[src/rtl/rv64_multicycle_ctrl.sv]
// Main sequencing FSM for the multicycle RV64 core: FETCH/DECODE/EXEC/MEM/WB with memory handshakes.
// Optional macro RV64_CTRL_PERF_EN adds cycle_cnt/instret_cnt performance counters.
module rv64_multicycle_ctrl #(
  parameter bit RESET_RUN = 1'b0
) (
  input  logic        clk,
  input  logic        rst_n,
  input  logic        run,
  input  logic [6:0]  ir_opcode,
  input  logic        imem_ready,
  input  logic        dmem_ready,
  input  logic        branch_taken,
  output logic        imem_req,
  output logic        ir_write,
  output logic        dmem_req,
  output logic        dmem_we,
  output logic [1:0]  alu_op,
  output logic        alu_src_a,
  output logic        alu_src_b,
  output logic        reg_write,
  output logic [1:0]  wb_sel,
  output logic        pc_write,
  output logic [1:0]  pc_src,
  output logic        illegal_insn,
  output logic [2:0]  state_o
`ifdef RV64_CTRL_PERF_EN
  ,
  output logic [63:0] cycle_cnt,
  output logic [63:0] instret_cnt
`endif
);

  typedef enum logic [2:0] {
    S_IDLE   = 3'd0,
    S_FETCH  = 3'd1,
    S_DECODE = 3'd2,
    S_EXEC   = 3'd3,
    S_MEM    = 3'd4,
    S_WB     = 3'd5,
    S_TRAP   = 3'd6
  } state_t;

  typedef enum logic [3:0] {
    C_LOAD, C_STORE, C_OPIMM, C_OP, C_AUIPC, C_LUI, C_BRANCH, C_JAL, C_JALR, C_NONE
  } iclass_t;

  state_t  state;
  iclass_t iclass;
  iclass_t dec_class;
  state_t  done_state;

  function automatic iclass_t decode_class(input logic [6:0] op);
    case (op)
      7'b0000011: return C_LOAD;
      7'b0100011: return C_STORE;
      7'b0010011: return C_OPIMM;
      7'b0110011: return C_OP;
      7'b0010111: return C_AUIPC;
      7'b0110111: return C_LUI;
      7'b1100011: return C_BRANCH;
      7'b1101111: return C_JAL;
      7'b1100111: return C_JALR;
      default:    return C_NONE;
    endcase
  endfunction

  always_comb begin
    dec_class  = decode_class(ir_opcode);
    done_state = run ? S_FETCH : S_IDLE;
  end

  // Sequencing: the class is captured once in DECODE so later states ignore ir_opcode.
  always_ff @(posedge clk or negedge rst_n) begin
    if (!rst_n) begin
      state  <= S_IDLE;
      iclass <= C_NONE;
    end else begin
      case (state)
        S_IDLE: begin
          if (run || RESET_RUN)
            state <= S_FETCH;
        end
        S_FETCH: begin
          if (imem_ready)
            state <= S_DECODE;
        end
        S_DECODE: begin
          iclass <= dec_class;
          state  <= (dec_class == C_NONE) ? S_TRAP : S_EXEC;
        end
        S_EXEC: begin
          if (iclass == C_LOAD || iclass == C_STORE)
            state <= S_MEM;
          else if (iclass == C_BRANCH)
            state <= done_state;
          else
            state <= S_WB;
        end
        S_MEM: begin
          if (dmem_ready)
            state <= (iclass == C_STORE) ? done_state : S_WB;
        end
        S_WB:    state <= done_state;
        S_TRAP:  state <= S_TRAP;
        default: state <= S_IDLE;
      endcase
    end
  end

  // Outputs decode straight from the registered state, so async reset drops them at once.
  always_comb begin
    imem_req  = 1'b0;
    ir_write  = 1'b0;
    dmem_req  = 1'b0;
    dmem_we   = 1'b0;
    alu_op    = 2'b00;
    alu_src_a = 1'b0;
    alu_src_b = 1'b0;
    reg_write = 1'b0;
    wb_sel    = 2'b00;
    pc_write  = 1'b0;
    pc_src    = 2'b00;
    case (state)
      S_FETCH: begin
        imem_req = 1'b1;
        ir_write = imem_ready;
      end
      S_EXEC: begin
        case (iclass)
          C_BRANCH: alu_op = 2'b01;
          C_OP:     alu_op = 2'b10;
          C_OPIMM:  alu_op = 2'b11;
          default:  alu_op = 2'b00;
        endcase
        alu_src_a = (iclass == C_AUIPC) || (iclass == C_JAL);
        alu_src_b = !((iclass == C_OP) || (iclass == C_BRANCH));
        if (iclass == C_BRANCH) begin
          pc_write = 1'b1;
          pc_src   = branch_taken ? 2'b01 : 2'b00;
        end
      end
      S_MEM: begin
        dmem_req = 1'b1;
        dmem_we  = (iclass == C_STORE);
        pc_write = (iclass == C_STORE) && dmem_ready;
      end
      S_WB: begin
        reg_write = 1'b1;
        pc_write  = 1'b1;
        case (iclass)
          C_LOAD:        wb_sel = 2'b01;
          C_JAL, C_JALR: wb_sel = 2'b10;
          C_LUI:         wb_sel = 2'b11;
          default:       wb_sel = 2'b00;
        endcase
        case (iclass)
          C_JAL:   pc_src = 2'b01;
          C_JALR:  pc_src = 2'b10;
          default: pc_src = 2'b00;
        endcase
      end
      default: ;
    endcase
  end

  assign illegal_insn = (state == S_TRAP);
  assign state_o      = state;

`ifdef RV64_CTRL_PERF_EN
  // Free-running 64-bit counters; wrap naturally at 2^64.
  always_ff @(posedge clk or negedge rst_n) begin
    if (!rst_n) begin
      cycle_cnt   <= 64'd0;
      instret_cnt <= 64'd0;
    end else begin
      if (state != S_IDLE && state != S_TRAP)
        cycle_cnt <= cycle_cnt + 64'd1;
      if (pc_write)
        instret_cnt <= instret_cnt + 64'd1;
    end
  end
`endif

endmodule

[config.mk]
export PLATFORM = sky130hd
export DESIGN_NAME = rv64_multicycle_ctrl
export DESIGN_NICKNAME = d
export VERILOG_FILES = /design/src/rtl/rv64_multicycle_ctrl.sv
export SDC_FILE = /design/constraint.sdc
export NUM_CORES = 1
export LEC_CHECK = 0
export BUFFER_PORTS_ARGS = -buffer_cell sky130_fd_sc_hd__buf_2
export CELL_PAD_IN_SITES_DETAIL_PLACEMENT = 2
export CELL_PAD_IN_SITES_GLOBAL_PLACEMENT = 2
export CORE_AREA = 4 4 58 60
export CTS_BUF_LIST = sky130_fd_sc_hd__clkbuf_8
export DETAILED_ROUTE_END_ITERATION = 8
export DIE_AREA = 0 0 62 64
export MAX_ROUTING_LAYER = met4
export PLACE_DENSITY = 0.75
export SYNTH_ARGS = -nofsm -noshare
export SYNTH_HDL_FRONTEND = slang
export SYNTH_SLANG_ARGS = --single-unit
[constraint.sdc]
create_clock -name clk -period 2.3 [get_ports clk]
set_clock_uncertainty 0.1 [all_clocks]
set_input_delay 0.115 -clock clk [delete_from_list [all_inputs] [get_ports clk]]
set_output_delay 0.115 -clock clk [all_outputs]
set_load 0.01 [all_outputs]
==> results of run 1 <==
-- state kept, by name, summed over array words and instances, names as in the netlist --
register / cells
state_o: 3
iclass: 4
-- final cells by class --
| class | instances | area [sq um] | area share, % |
|---|---|---|---|
| Inverter | 3 | 11.3 | 1.20 |
| Sequential cell | 7 | 178 | 19.0 |
| Multi-Input combinational cell | 76 | 492 | 52.6 |
| Timing Repair Buffer | 32 | 168 | 17.9 |
| Tap cell | 33 | 41.3 | 4.42 |
| Clock inverter | 1 | 3.75 | 0.402 |
| Clock buffer | 3 | 41.3 | 4.42 |
-- stage by stage --
step	hold slack [ns]	utilization [%]	setup WS, ns	total power [mW]
finish	0.127	31.9	0.157	0.961
global route	0.144	31.9	0.0263	1.04
CTS	0.128	31.9	0.122	0.966
detailed placement	-0.137	30.0	0.371	0.785
global placement	-0.138	30.0	0.426	0.759
floorplan	-0.281	-	0.626	0.634
-- critical path, cell delays in order, from the launching register on --
cell     delay, ns
dfstp_2       0.64
nor4b_2       0.49
a21oi_1       0.14
o32ai_1       0.24
buf_2         0.18
-- Yosys cell counts (all sizes together), types with 2 or more instances --
cell type	number	area share [%]
a21oi	9	6.2
nor2	9	4.7
nand2	7	3.6
nand3	7	4.9
dfrtp	5	17
buf	4	4.5
o21ai	4	2.8
inv	3	1.6
nand2b	3	2.6
nor3b	3	3.8
a21o	2	2.1
and2	2	1.7
clkbuf	2	1.0
dfstp	2	7.3
mux2	2	3.1
nand3b	2	2.1
nor2b	2	1.7
nor3	2	1.4
nor4b	2	3.3
or4b	2	2.8
xor2	2	2.4
-- logic make-up (layout without fill, tap and decap cells) --
| logic type | count (synthesis) | in the layout | synth area share [%] |
|---|---|---|---|
| AO/OA/AOI/OAI | 25 | 25 | 23.8 |
| XOR/XNOR | 2 | 2 | 2.43 |
| buffers and inverters | 9 | 39 | 7.12 |
| flip-flops | 7 | 7 | 24.7 |
| multiplexers | 2 | 2 | 3.12 |
| AND/OR/NAND/NOR | 47 | 47 | 38.9 |
-- how the worst max path moves through the flow --
stage	to	slack, ns	depth (start not counted)
after global placement	pc_write	0.43	4
after CTS	pc_write	0.12	4
after floorplan	state_o[2]	0.63	4
final	pc_write	0.16	4
after global routing	pc_write	0.03	4
after detailed placement	pc_write	0.37	4
-- routing by layer --
layer,GRT usage [%],vias to the layer above,wire (microns)
met5,-,-,0
met4,7.16,0,58
met2,23.2,25,1300
met1,18.5,420,1120
met3,0.808,6,147
li1,-,403,-
-- where the power goes --
group	total (mW)	internal (mW)	switching, mW
Clock	0.174	0.116	0.0582
Combinational	0.477	0.215	0.262
Sequential	0.310	0.181	0.129
Total	0.961	0.512	0.449
==> results.ini, run 1 <==
[status]
status = finished, final reports clean

[cts]
cts_tree = yes
post_cts_buffers = 0
path_clk_slew_ns = 0.04
cts.repair.resized = 0
clk_latency_ns = 0.23
cts_buffers = 3
cts_hold_buf = 1
cts_root_buffer = clkbuf_8
clkSinkCount = 7
cts_max_level = 1
cts_buffer_depth = 2

[critical_path]
cp_data_arrival_time_ns = 1.93
setup.worst_path.start = iclass[0]
cp.required_ns = 2.09
rr_startpoint = state_o[1]
critPathLaunchType = flip-flop
cp-end-kind = output pin
reg2reg_depth = 4
reg2reg_setup_slack_ns = 0.39
r2r-end = state_o[2]
critPathKind = reg -> out
path_max_fanout = 10

[die]
start_util_pct = 24.6
chipWidth_microns = 62
die_h_microns = 64
dieArea_sq_um = 3970
std_cell_rows = 20
core_area_sq_um = 2930
num_io_pins = 31

[global_route]
antenna_found_initial = 0
grt_overflow_total = 0
grt_pass1_wl_mm = 4.27
grt_max_degree = 13
grt_pass1_vias = 890
grt_use_total_pct = 14.7

[logic_synthesis]
ys.flop_type = dfrtp_1
synth_area_sq_um = 721
async_reset_ff_share_pct = 100
netlist_instances = 92
synth_seq_cells = 7
synth_cell_type_count = 42
syn_avg_cell_area_sq_um = 7.83
syn_nets = 105
yosys_warnings = 0
yosysSeqAreaShare_pct = 24.7
synth-edff-count = 0

[final_layout]
final_cell_area_sq_um = 935
final_cell_mix = 30 x buf_2, 9 x nor2_1, 9 x a21oi_1, 7 x nand2_1, 7 x nand3_1
drive_above_1_share_pct = 33.6
final_nets = 136
final_common_cell = buf_2
nFillCells = 353
area_delta_synth_final_pct = 29.7
stdcell_count = 155
n_antenna_cell = 0

[min_path]
hp-class = in -> reg
whs_endpoint = state_o[1]
hold_path.startpoint = imem_ready
hold_path_depth = 3

[placement]
globalplace.congestion = 0.812
place_hpwl_mm = 2.07
dp_cells = 150
place_area_sq_um = 880
numPortBuffers = 30

[route]
vias_per_cell = 5.51
wire_per_inst_microns = 17.0
drcViolationCount = 0
drtIter0Drc = 27
first_pass_iters = 4
postRouteAntennaNets = 0
vias = 854
wirelength_mm = 2.63

[power_and_ir_drop]
ir_drop_v = 0.000309
leakage_nw = 0.445
power.density_nw_per_um2 = 1030

[timing]
fin_setup_tns_ns = 0
fmax_mhz = 467
period_needed_ns = 2.14
maxSlewHeadroom_pct = 65.0
finalMaxSlewViolations = 0
tightest_slew_ns = 0.524
finalCritPeriodShare_pct = 93.2
hold_viol_final = 0
rsz0062_at_grt = false
setup_viol = 0

[flow_run]
maxCapViolCount = 0

(Power assumes the default switching activity.)
==> run 2, diff against run 1 <==
Settings changed: CELL_PAD_IN_SITES_DETAIL_PLACEMENT 2 to 0, CELL_PAD_IN_SITES_GLOBAL_PLACEMENT 2 to 1, CORE_AREA 4 4 58 60 to 4 4 52 54, DIE_AREA 0 0 62 64 to 0 0 56 58, PLACE_DENSITY 0.75 to 0.73.
==> run 2 against run 1 <==
Against the previous run: hold slack got worse by 0.022 ns; design area down 1.5%; sequential power grew 1%; die area decreased by 18%; maximum frequency is 4.5% higher; largest power group unchanged; first-iteration DRC count increased by 63%; wire length decreased by 25%; global-route usage is 1.9 points lower; critical path depth is the same; sequential share of layout area rose by 0.28 points; via count shrank 6.7%; register-to-register slack better by 0.08 ns.
==> results.ini, run 2 (synthesis gave the netlist of run 1 again) <==
[final_layout]
nFillCells = 234
drive_above_1_share_pct = 33.1
final_nets = 135
largest_reg_flops = 4
regArea_sq_um = 178
post-route-util_pct = 41.6
final_cell_mix = 30 x buf_2, 9 x nor2_1, 9 x a21oi_1, 7 x nand2_1, 7 x nand3_1
final_cell_area_sq_um = 921
final_common_cell = buf_2
largest-register = iclass
area_delta_synth_final_pct = 27.8
n_antenna_cell = 0
multi_input_area_sq_um = 492

[route]
vias = 797
drcViolationCount = 0
postRouteAntennaNets = 0
drtIter0Drc = 44
first_pass_iters = 4
vias_per_cell = 5.35
wire_per_inst_microns = 13.3
wirelength_mm = 1.98

[die]
std_cell_rows = 17
num_io_pins = 31
chipWidth_microns = 56
core_area_sq_um = 2210
dieArea_sq_um = 3250
start_util_pct = 32.6
die_h_microns = 58

[critical_path]
path_max_fanout = 10
crit_chain = nor4b_2 -> a21oi_1 -> o32ai_1 -> buf_2
crit_path_top_delay_cell = dfstp_2
critPathTopFamily = flip-flops
critPathMaxStageDelay_ns = 0.63
cp_data_arrival_time_ns = 1.84
cp.required_ns = 2.09
critPathLaunchType = flip-flop
cp_num_buf_inv = 1
critPathKind = reg -> out
cp-end-kind = output pin

[min_path]
hp-class = in -> reg

[timing]
maxSlewHeadroom_pct = 69.4
hold_viol_final = 0
whs_ns = 0.105
finalCritPeriodShare_pct = 89.2
tightest_slew_ns = 0.458
fmax_mhz = 488
rsz0062_at_grt = false
period_needed_ns = 2.05
setup_viol = 0
fin_setup_tns_ns = 0
finalMaxSlewViolations = 0

[cts]
post_cts_buffers = 0
cts_root_buffer = clkbuf_8
cts_tree = yes
clkSinkCount = 7
cts_max_level = 1
cts_buffer_depth = 2
cts_buffers = 3
path_clk_slew_ns = 0.04
cts_hold_buf = 1
clk_latency_ns = 0.22
cts.repair.resized = 0

[global_route]
grt_overflow_total = 0
grt_max_degree = 16
grt_pass1_vias = 744
grt_pass1_wl_mm = 3.28
grt_use_total_pct = 12.8
antenna_found_initial = 0

[power_and_ir_drop]
ir_drop_v = 0.000452
leakage_nw = 0.440
power.density_nw_per_um2 = 991

[placement]
globalplace.congestion = 0.753
place_area_sq_um = 866
numPortBuffers = 30
place_hpwl_mm = 1.48

[flow_run]
maxCapViolCount = 0

[status]
status = finished, final reports clean

run 2: changes by cell type in the layout (fill, tap and decap cells not counted):
cell and change:
buf_4 -1
run 2: path summary, 6_finish.rpt:
check	from	slack, ns	cells after the start	end
max	iclass[0]	0.25	4	pc_write
min	run	0.11	3	state_o[0]
max reg2reg	state_o[1]	0.47	3	state_o[2]
min reg2reg	iclass[0]	0.51	1	iclass[0]
max in group asynchronous	rst_n	1.68	2	iclass[3]
min in group asynchronous	rst_n	0.18	2	state_o[1]
run 2: per-layer routing:
layer  up-vias  wire [microns]  track usage [%]
met5         -               0                -
met4         0              23             5.76
met1       362             960             16.7
met2        31             865             19.2
met3         2             129             2.23
li1        402               -                -
run 2: tightest hold or removal path, stage by stage:
cell,delay [ns]
buf_2,0.10
o21ai_0,0.09
nand4_1,0.09
run 2: power breakdown:
group | leakage, nW | switching [mW] | internal (mW) | total [mW]
clock network | 0.0269 | 0.0513 | 0.115 | 0.167
logic | 0.327 | 0.226 | 0.206 | 0.432
registers | 0.0860 | 0.133 | 0.181 | 0.314
run 2: layout make-up:
type | count | share of cell area, %
multi-input combinational | 76 | 53.4
sequential | 7 | 19.3
timing repair buffer | 31 | 17.4
clock buffer | 3 | 4.48
tap | 28 | 3.80
inverter | 3 | 1.22
clock inverter | 1 | 0.408
run 2: through the flow:
step | worst slack [ns] | power, mW | cells
6_report | 0.249 | 0.913 | 149
5_1_grt | 0.122 | 0.992 | 149
4_1_cts | 0.296 | 0.914 | 149
3_5_place_dp | 0.499 | 0.743 | 144
3_3_place_gp | 0.469 | 0.743 | 144
2_1_floorplan | 0.626 | 0.634 | 92
==> run 3, diff against run 2 <==
Settings changed: CORE_AREA 4 4 52 54 to 4 4 53 55, CTS_BUF_LIST sky130_fd_sc_hd__clkbuf_8 to sky130_fd_sc_hd__clkbuf_16, DIE_AREA 0 0 56 58 to 0 0 57 59, PLACE_DENSITY 0.73 to 0.7.
==> run 3 against run 2 <==
Against the previous run: count of clock-buffer cells in the layout is the same; critical endpoint is now wb_sel[0]; sequential power is essentially flat; largest cell class unchanged; register-to-register slack lost 0.03 ns; design area grew 3.9%; highest routed layer unchanged.
==> results.ini, run 3 (synthesis gave the netlist of run 1 again) <==
[status]
status = finished, final reports clean

[cts]
cts_root_buffer = clkbuf_16
clk_latency_ns = 0.23
clkSinkCount = 7
cts_max_level = 1
path_clk_slew_ns = 0.04
cts_tree = yes
cts.repair.resized = 0
cts_buffers = 3
cts_buffer_depth = 2
post_cts_buffers = 0

[power_and_ir_drop]
p_sw_share_pct = 41.2
p_int_mw = 0.614
ir_drop_v = 0.000511
power.switching_mw = 0.431
leakage_nw = 0.456
combinationalPowerShare_pct = 41.4
clkPwrFrac_pct = 28.2
power.density_nw_per_um2 = 1090
seqPwrFrac_pct = 30.4

[global_route]
grt_max_degree = 16
grt_use_total_pct = 13.7
grt_overflow_total = 0
grt_pass1_vias = 751
grt_pass1_wl_mm = 3.52
antenna_found_initial = 0

[die]
chipWidth_microns = 57
core_area_sq_um = 2390
die_h_microns = 59
dieArea_sq_um = 3360
start_util_pct = 30.2
std_cell_rows = 18
num_io_pins = 31

[timing]
fin_setup_tns_ns = 0
period_needed_ns = 2.02
hold_viol_final = 0
fmax_mhz = 494
layout_setup_ws_ns = 0.277
finalCritPeriodShare_pct = 88.0
tightest_slew_ns = 0.433
whs_ns = 0.118
maxSlewHeadroom_pct = 70.4
setup_viol = 0
finalMaxSlewViolations = 0
rsz0062_at_grt = false

[route]
drcViolationCount = 0
postRouteAntennaNets = 0
wirelength_mm = 2.06
wire_per_inst_microns = 13.6
vias_per_cell = 5.27
first_pass_iters = 4
vias = 796
drtIter0Drc = 20

[flow_run]
maxCapViolCount = 0

[final_layout]
largest_reg_flops = 4
n_antenna_cell = 0
largest-register = iclass
final_cell_mix = 30 x buf_2, 9 x nor2_1, 9 x a21oi_1, 7 x nand2_1, 7 x nand3_1
drive_above_1_share_pct = 33.1
area_delta_synth_final_pct = 32.8
final_common_cell = buf_2
final_nets = 135

[critical_path]
r2r-end = state_o[2]
rr_startpoint = state_o[1]
critPathLaunchType = flip-flop
path_max_fanout = 10
cp.required_ns = 2.09
cp_data_arrival_time_ns = 1.81
cp-end-kind = output pin
reg2reg_setup_slack_ns = 0.44
reg2reg_depth = 3
critPathKind = reg -> out

[placement]
globalplace.congestion = 0.785
numPortBuffers = 30
pre_cts_slack_ns = 0.475
place_hpwl_mm = 1.51

[min_path]
whs_endpoint = state_o[1]
hold_path.startpoint = imem_ready
hp-class = in -> reg
hold_path_depth = 3

run 3: cell counts in the layout (fill, tap and decap cells not counted):
Identical to the previous run, type by type.
run 3: timing repair:
item,4_1_cts,5_1_grt
endpoints found under the hold margin,7,0
hold buffers,1,0
endpoints found under the setup margin,0,0
run 3: worst max-delay path by stage:
stage          startpoint    endpoint  slack, ns
2_1_floorplan  state_o[2]  state_o[2]       0.63
3_3_place_gp   state_o[1]  state_o[2]       0.48
3_5_place_dp   state_o[1]  state_o[2]       0.48
4_1_cts        state_o[0]   wb_sel[0]       0.29
5_1_grt        state_o[0]   wb_sel[0]       0.12
6_report       state_o[0]   wb_sel[0]       0.28
run 3: final cells by class:
| type | instances | area [sq um] |
|---|---|---|
| fillers | 268 | 1430 |
| multi-input cells | 76 | 492 |
| inverters | 3 | 11.3 |
| clock buffers | 3 | 75.1 |
| clock inverters | 1 | 3.75 |
| well taps | 30 | 37.5 |
| repair buffers | 31 | 160 |
| flip-flops and latches | 7 | 178 |
run 3: metrics by stage:
| stage | area [sq um] | cells | utilization, % | power, mW |
|---|---|---|---|---|
| after floorplan | 721 | 92 | - | 0.634 |
| after global placement | 868 | 146 | 36.4 | 0.745 |
| after detailed placement | 868 | 146 | 36.4 | 0.744 |
| after CTS | 957 | 151 | 40.1 | 1.05 |
| after global routing | 957 | 151 | 40.1 | 1.13 |
| final | 957 | 151 | 40.1 | 1.04 |
run 3: power groups by stage:
stage	logic (mW)	clock network (mW)	registers [mW]
final	0.433	0.295	0.317
after global placement	0.431	0	0.314
after floorplan	0.411	0	0.223
after CTS	0.435	0.299	0.314
after global routing	0.489	0.305	0.336
after detailed placement	0.428	0	0.315
run 3: per-layer routing:
metal | up-vias | wire (microns) | track usage [%]
met2 | 23 | 938 | 22.3
li1 | 401 | - | -
met4 | 0 | 32 | 5.96
met5 | - | 0 | -
met3 | 4 | 116 | 1.74
met1 | 368 | 973 | 17.0
run 3: critical path, stage by stage, from the launching register on:
cell,delay [ns]
dfrtp_1,0.53
inv_1,0.17
or3_1,0.45
nor4_1,0.25
buf_2,0.18
